===== src/rtl/pri_event_queue.sv =====
// pri_event_queue: collects single-cycle event pulses from 16 sources into a
// sticky pending register and offers them one at a time, highest index
// first, over a valid/ready handshake. Collisions on an already-pending
// source are tallied in a saturating lost counter.
//
// state | meaning
// IDLE  | no offer outstanding; picks the highest pending bit if any
// OFFER | out_idx offered; held until the consumer accepts
module pri_event_queue #(
    parameter int LOST_W = 8
) (
    input  logic              clk,
    input  logic              rst,
    input  logic [15:0]       req,
    output logic              out_valid,
    output logic [3:0]        out_idx,
    input  logic              out_ready,
    output logic [15:0]       pending,
    output logic [LOST_W-1:0] lost
);

    typedef enum logic {
        IDLE  = 1'b0,
        OFFER = 1'b1
    } state_t;

    localparam logic [LOST_W-1:0] LOST_MAX = '1;

    state_t              state_q, state_d;
    logic [15:0]         pending_q, pending_d;
    logic [3:0]          idx_q, idx_d;
    logic [LOST_W-1:0]   lost_q, lost_d;
    logic [3:0]          top_idx;
    logic [15:0]         clr;
    logic                accept;
    logic                collide;

    // Highest set bit of the registered pending vector (bit 15 wins).
    always_comb begin
        top_idx = '0;
        for (int i = 0; i < 16; i++) begin
            if (pending_q[i]) begin
                top_idx = 4'(i);
            end
        end
    end

    // Pending update and lost-event tally; a new request wins over a same-cycle clear.
    always_comb begin
        accept    = (state_q == OFFER) && out_ready;
        clr       = accept ? (16'd1 << idx_q) : 16'd0;
        pending_d = (pending_q & ~clr) | req;
        collide   = |(req & pending_q & ~clr);
        lost_d    = (collide && (lost_q != LOST_MAX)) ? lost_q + 1'b1 : lost_q;
    end

    // Offer FSM next state; the selected index is frozen for the whole offer.
    always_comb begin
        state_d = state_q;
        idx_d   = idx_q;
        case (state_q)
            IDLE: begin
                if (|pending_q) begin
                    idx_d   = top_idx;
                    state_d = OFFER;
                end
            end
            OFFER: begin
                if (accept) begin
                    state_d = IDLE;
                end
            end
            default: state_d = IDLE;
        endcase
    end

    // State registers with synchronous reset; requests in a reset cycle are dropped.
    always_ff @(posedge clk) begin
        if (rst) begin
            state_q   <= IDLE;
            pending_q <= '0;
            idx_q     <= '0;
            lost_q    <= '0;
        end else begin
            state_q   <= state_d;
            pending_q <= pending_d;
            idx_q     <= idx_d;
            lost_q    <= lost_d;
        end
    end

    assign out_valid = (state_q == OFFER);
    assign out_idx   = idx_q;
    assign pending   = pending_q;
    assign lost      = lost_q;

endmodule


===== config.mk =====
export PLATFORM = sky130hd
export DESIGN_NAME = pri_event_queue
export DESIGN_NICKNAME = d
export VERILOG_FILES = /design/src/rtl/pri_event_queue.sv
export SDC_FILE = /design/constraint.sdc
export NUM_CORES = 1
export LEC_CHECK = 0
export ABC_AREA = 1
export CAP_MARGIN = 25
export CORE_MARGIN = 2
export CORE_UTILIZATION = 45
export CTS_CLUSTER_DIAMETER = 80
export DETAILED_ROUTE_END_ITERATION = 10
export GPL_TIMING_DRIVEN = 0
export PLACE_DENSITY = 0.77
export SLEW_MARGIN = 40
export SYNTH_ARGS = -nofsm -noshare
export SYNTH_HDL_FRONTEND = slang
export SYNTH_SLANG_ARGS = --single-unit

===== constraint.sdc =====
create_clock -name clk -period 1.7 [get_ports clk]
set_input_delay 0.17 -clock clk [delete_from_list [all_inputs] [get_ports clk]]
set_output_delay 0.17 -clock clk [all_outputs]
set_load 0.02 [all_outputs]

[After elaboration in Yosys (flattened, before gate mapping)]
Cells that the tools add are included.
Storage, ports and cells
  flip-flop bits (word level): 29
  bits of input ports: 19
  logic and storage cells: 37
Operators by class
  add/subtract/negate cells: 1
  eq/ne operators: 1
  shift-type cells: 1
  multiplexer cells: 19
  bitwise gates (word level): 6
  reduce and logical (&&, ||, !) cells: 5
Operators by type and width (number)
  AND 16 bit: 3
  two-way mux 4 bit: 12
  OR reduction 16 bit: 2
  two-way mux 16 bit: 1
  NOT 16 bit: 1
  bitwise OR 16 bit: 1
  << shifter 1 x 4 -> 16 bit, first input constant: 1
  adder 8 x 1 -> 8 bit, second input constant: 1
  inequality test 8 bit, second input constant: 1
  two-way mux 2 bit: 2
  two-way mux 1 bit: 3
  logical AND 1 bit: 2
  one-hot mux 1 bit (2 select lines): 1
  AND reduction 2 bit: 1
  NOT 1 bit: 1

[Longest topological paths before layout]
  word-level depth: 15
  mapped depth: 15
  mapped depth without buffers: 15

[Least setup slack after synthesis]
No wires, ideal clock.
  kind: register to register
  start point: register idx_q[2], in the netlist out_idx[2]
  end point: register lost_q[2], in the netlist lost[2]
  library setup time: 0.070 ns
  arrival: 1.621 ns
  setup slack: 0.008 ns
  cell stages (with the launch flop): 12
  path buffers: 1
  cells stage by stage: dfxtp_1 > buf_2 > nand3_1 > o21ai_1 > nor2_1 > nor2_1 > nand2_1 > nor2_2 > nand2_4 > nand2_4 > nand2_1 > a21oi_1
On the way
  cells in the longest elaborated chain, start to end: 6
RTL lines
  start, declared: RTL line 31  | logic [3:0] idx_q, idx_d;
  start signal, assigned: RTL line 87  | idx_q <= idx_d;
  << shifter 1 x 4 -> 16 bit: RTL line 51  | clr = accept ? (16'd1 << idx_q) : 16'd0;
  two-way mux 16 bit: RTL line 51
  NOT 16 bit: RTL line 53  | collide = |(req & pending_q & ~clr);
  AND 16 bit: RTL line 53
  OR reduction 16 bit: RTL line 53
  logical AND 1 bit: RTL line 54  | lost_d = (collide && (lost_q != LOST_MAX)) ? lost_q + 1'b1 : lost_q;
  end signal, assigned: RTL line 88  | lost_q <= lost_d;
  end, declared: RTL line 32  | logic [LOST_W-1:0] lost_q, lost_d;
Every way passes these cells.
A chain may end at the register's enable or synchronous reset.

[Worst setup path after layout]
  start point: register state_q, in the netlist out_valid
  end point: register lost_q[2], in the netlist lost[2]
On the way
  cells in the longest elaborated chain, start to end: 6
RTL lines
  start, declared: RTL line 29  | state_t state_q, state_d;
  start signal, assigned: RTL line 85  | state_q <= state_d;
  logical AND 1 bit: RTL line 50  | accept = (state_q == OFFER) && out_ready;
  two-way mux 16 bit: RTL line 51
  NOT 16 bit: RTL line 53
  AND 16 bit: RTL line 53
  OR reduction 16 bit: RTL line 53
  logical AND 1 bit: RTL line 54
Every way passes these cells.

==> flow_metrics.py <==
metrics = {
    "run_status": {
        "outcome": "finished, violations left",
        "violations": "negative setup slack",
    },
    "yosys": {
        "synthArstFlopShare_pct": 0,
        "synthCells": 244,
        "syn_area_um2": 1592,
        "yosysMostFrequentCell": "nand2_1",
        "synth_seq_cells": 29,
        "ys.flop_type": "dfxtp_1",
        "synth_top_cell_area_share_pct": 36.48,
        "synth_nets": 264,
        "yosys-top-cells-count": "nand2_1, nor2_1, inv_1",
        "ys_types": 28,
        "yosysWarnings": 0,
        "synth_edf_count": 0,
        "seq_area_frac_synth_pct": 36.48,
        "yosysTopAreaCell": "dfxtp_1",
        "netlist_top_cells_area": "dfxtp_1, nand2_1, nor2_1, a21oi_1, inv_1",
        "syn-mean-instance-area_um2": 6.523,
    },
    "placed_design": {
        "placed_cell_area_um2": 2110,
        "port_buffers": 46,
        "routabilityCongestion": 0.9419,
        "place_ws_ns": -0.3203,
        "dp_cells": 336,
        "place.detailed.hpwl_um": 3012,
    },
    "detailed_routing": {
        "num_vias": 1732,
        "first_pass_iters": 5,
        "drt_iter0_markers": 92,
        "drc": 0,
        "ant_nets": 0,
        "detail_route.wl_per_cell_um": 12.14,
        "wirelength_um": 4202,
        "viasPerCell": 5.006,
    },
    "global_route": {
        "antenna_found_initial": 0,
        "grt_max_degree": 11,
        "track_usage_pct": 21.32,
        "overflow": 0,
        "grt_pass1_wl_um": 6741,
        "grt_pass1_vias": 1470,
    },
    "hold_path": {
        "min_path_type": "input port to flop",
        "holdCritStartpoint": "rst",
    },
    "power": {
        "switching_share_pct": 32.93,
        "p_leak_nw": 1.012,
        "peakVddDrop_v": 0.0005730,
        "power.switching_mw": 0.5797,
        "p_int_mw": 1.181,
        "finalPower_mw": 1.761,
        "pwr_density_cell_nw_per_um2": 756.5,
        "p_comb_share_pct": 27.0,
        "p_seq_share_pct": 45.3,
        "pwr-share-clk_pct": 27.7,
    },
    "setup_path": {
        "arrival_ns": 2.02,
        "critPathKind": "flop to flop",
        "slowest_stage": "dfxtp_4",
        "worst_path_largest_cell_delay_ns": 0.39,
        "crit_path_max_fanout": 8,
        "path_cells": "nand2_4 > nor2_4 > inv_4 > o21ai_2 > nor2_1 > nor2_1 > nand2_1 > nor2_4 > nand2_4 > nand2_8 > nand2_1 > a21oi_1",
        "cp-startpoint": "out_valid",
        "cp_data_required_time_ns": 1.96,
        "rrSetupSlack_ns": -0.06,
        "critPathCaptureType": "flop",
        "cp-start-kind": "flop",
        "r2r_start": "out_valid",
    },
    "clock_tree": {
        "clock_sinks": 29,
        "h-tree-depth": 2,
        "clk_latency_ns": 0.33,
        "path_clk_slew_ns": 0.10,
        "cts_tree": "done",
        "cts_buffer_depth": 2,
        "cts_made_buffers": 5,
        "hold_buffers": 0,
        "root_buffer": "clkbuf_4",
    },
    "final_layout": {
        "drive_above_1_share_pct": 17.33,
        "syn_to_final_growth_pct": 46.23,
        "nets": 319,
        "post-route-util_pct": 69.20,
        "finalInstanceArea_um2": 2327,
        "diodes": 0,
        "layout.cells.non_filler": 346,
    },
    "floorplan": {
        "core-area_um2": 3363,
        "dieArea_um2": 4028,
        "fp-row-count": 21,
        "design.portCount": 48,
        "die_w_um": 63.47,
        "initial_utilization_pct": 47.32,
        "die_h_um": 63.47,
    },
    "timing": {
        "fin_crit_sh_pct": 103.5,
        "skew_ns": 0.01078,
        "max_freq_mhz": 568.2,
        "slew_headroom_pct": 63.04,
        "worstMarginPinSlew_ns": 0.5543,
        "rsz0062_at_grt": "yes",
        "tns_ns": -0.2622,
        "finalCriticalPeriod_ns": 1.760,
        "setup_viol": 8,
        "hold_violations": 0,
        "slew_viol_final": 0,
        "hold_ws_ns": 0.1799,
        "layout_setup_ws_ns": -0.06001,
    },
    "run": {
        "drv_cap": 0,
    },
}
worst max-delay path: cells and delay by family (launching register included):
kind	cells	cell delay [ns]
AOI/OAI and AO/OA	2	0.27
buffers and inverters	1	0.08
DFF	1	0.39
and+or+nand+nor	9	0.95
state kept, by name, summed over array words and instances (netlist names):
signal     count
out_valid      1
lost           8
pending       16
out_idx        4
cells by family after synthesis:
family	count (synthesis)	share of synthesized area [%]
buffers and inverters	44	10.46
AOI/OAI and AO/OA	40	13.84
xor gates and xnor gates	5	2.751
DFF	29	36.48
and+or+nand+nor	125	35.69
adders and majority gates	1	0.7860
metal layers:
metal	wire (um)	part of all wire (%)	GRT usage (%)
met5	0	0	0
met2	1973	47	31.97
met1	1917	46	28.70
met3	219	5.2	5.893
met4	92	2.2	8.967
placed cells by master, fill, tap and decap left out, drive strengths merged:
master         Yosys  final
a21oi             26     26
a31oi              2      2
buf                2      3
clkbuf             2      9
clkdlybuf4s50      0     46
clkinv             1      2
dfxtp             29     29
ha                 1      1
inv               39     39
nand2             60     61
nand3             18     18
nand4              1      1
nor2              40     40
nor3               5      5
nor4               1      1
o211ai             1      1
o21ai             11     11
xnor2              1      1
xor2               4      4
area by class of cell:
type / instances / area [um^2]
tap: 46 / 57.56
multi-input combinational: 172 / 945.9
buffer: 4 / 31.28
timing repair buffer: 47 / 467.9
clock inverter: 1 / 5.005
inverter: 40 / 160.2
clock buffer: 7 / 65.06
fill: 302 / 1036
sequential: 29 / 594.3
path summary, 6_finish.rpt:
kind | to | cells past startpoint
worst max-delay path | lost[2] | 12
worst min-delay path | pending[4] | 2
worst max register to register | lost[2] | 12
worst min register to register | lost[3] | 2
power by group through the flow:
| stage | logic [mW] | registers (mW) | clock network, mW |
|---|---|---|---|
| 2_1_floorplan | 0.199 | 0.848 | 0 |
| 3_3_place_gp | 0.422 | 0.801 | 0 |
| 3_5_place_dp | 0.429 | 0.802 | 0 |
| 4_1_cts | 0.456 | 0.794 | 0.497 |
| 5_1_grt | 0.516 | 0.805 | 0.542 |
| 6_report | 0.475 | 0.797 | 0.488 |
repair_timing:
item,4_1_cts,5_1_grt
endpoints found under the hold margin,0,0
buffers inserted,0,1
setup endpoints to repair,8,10
pin swaps,2,4
gates resized for setup,23,13
gates cloned,1,0
Note: power is estimated with default switching activity, not from simulation.
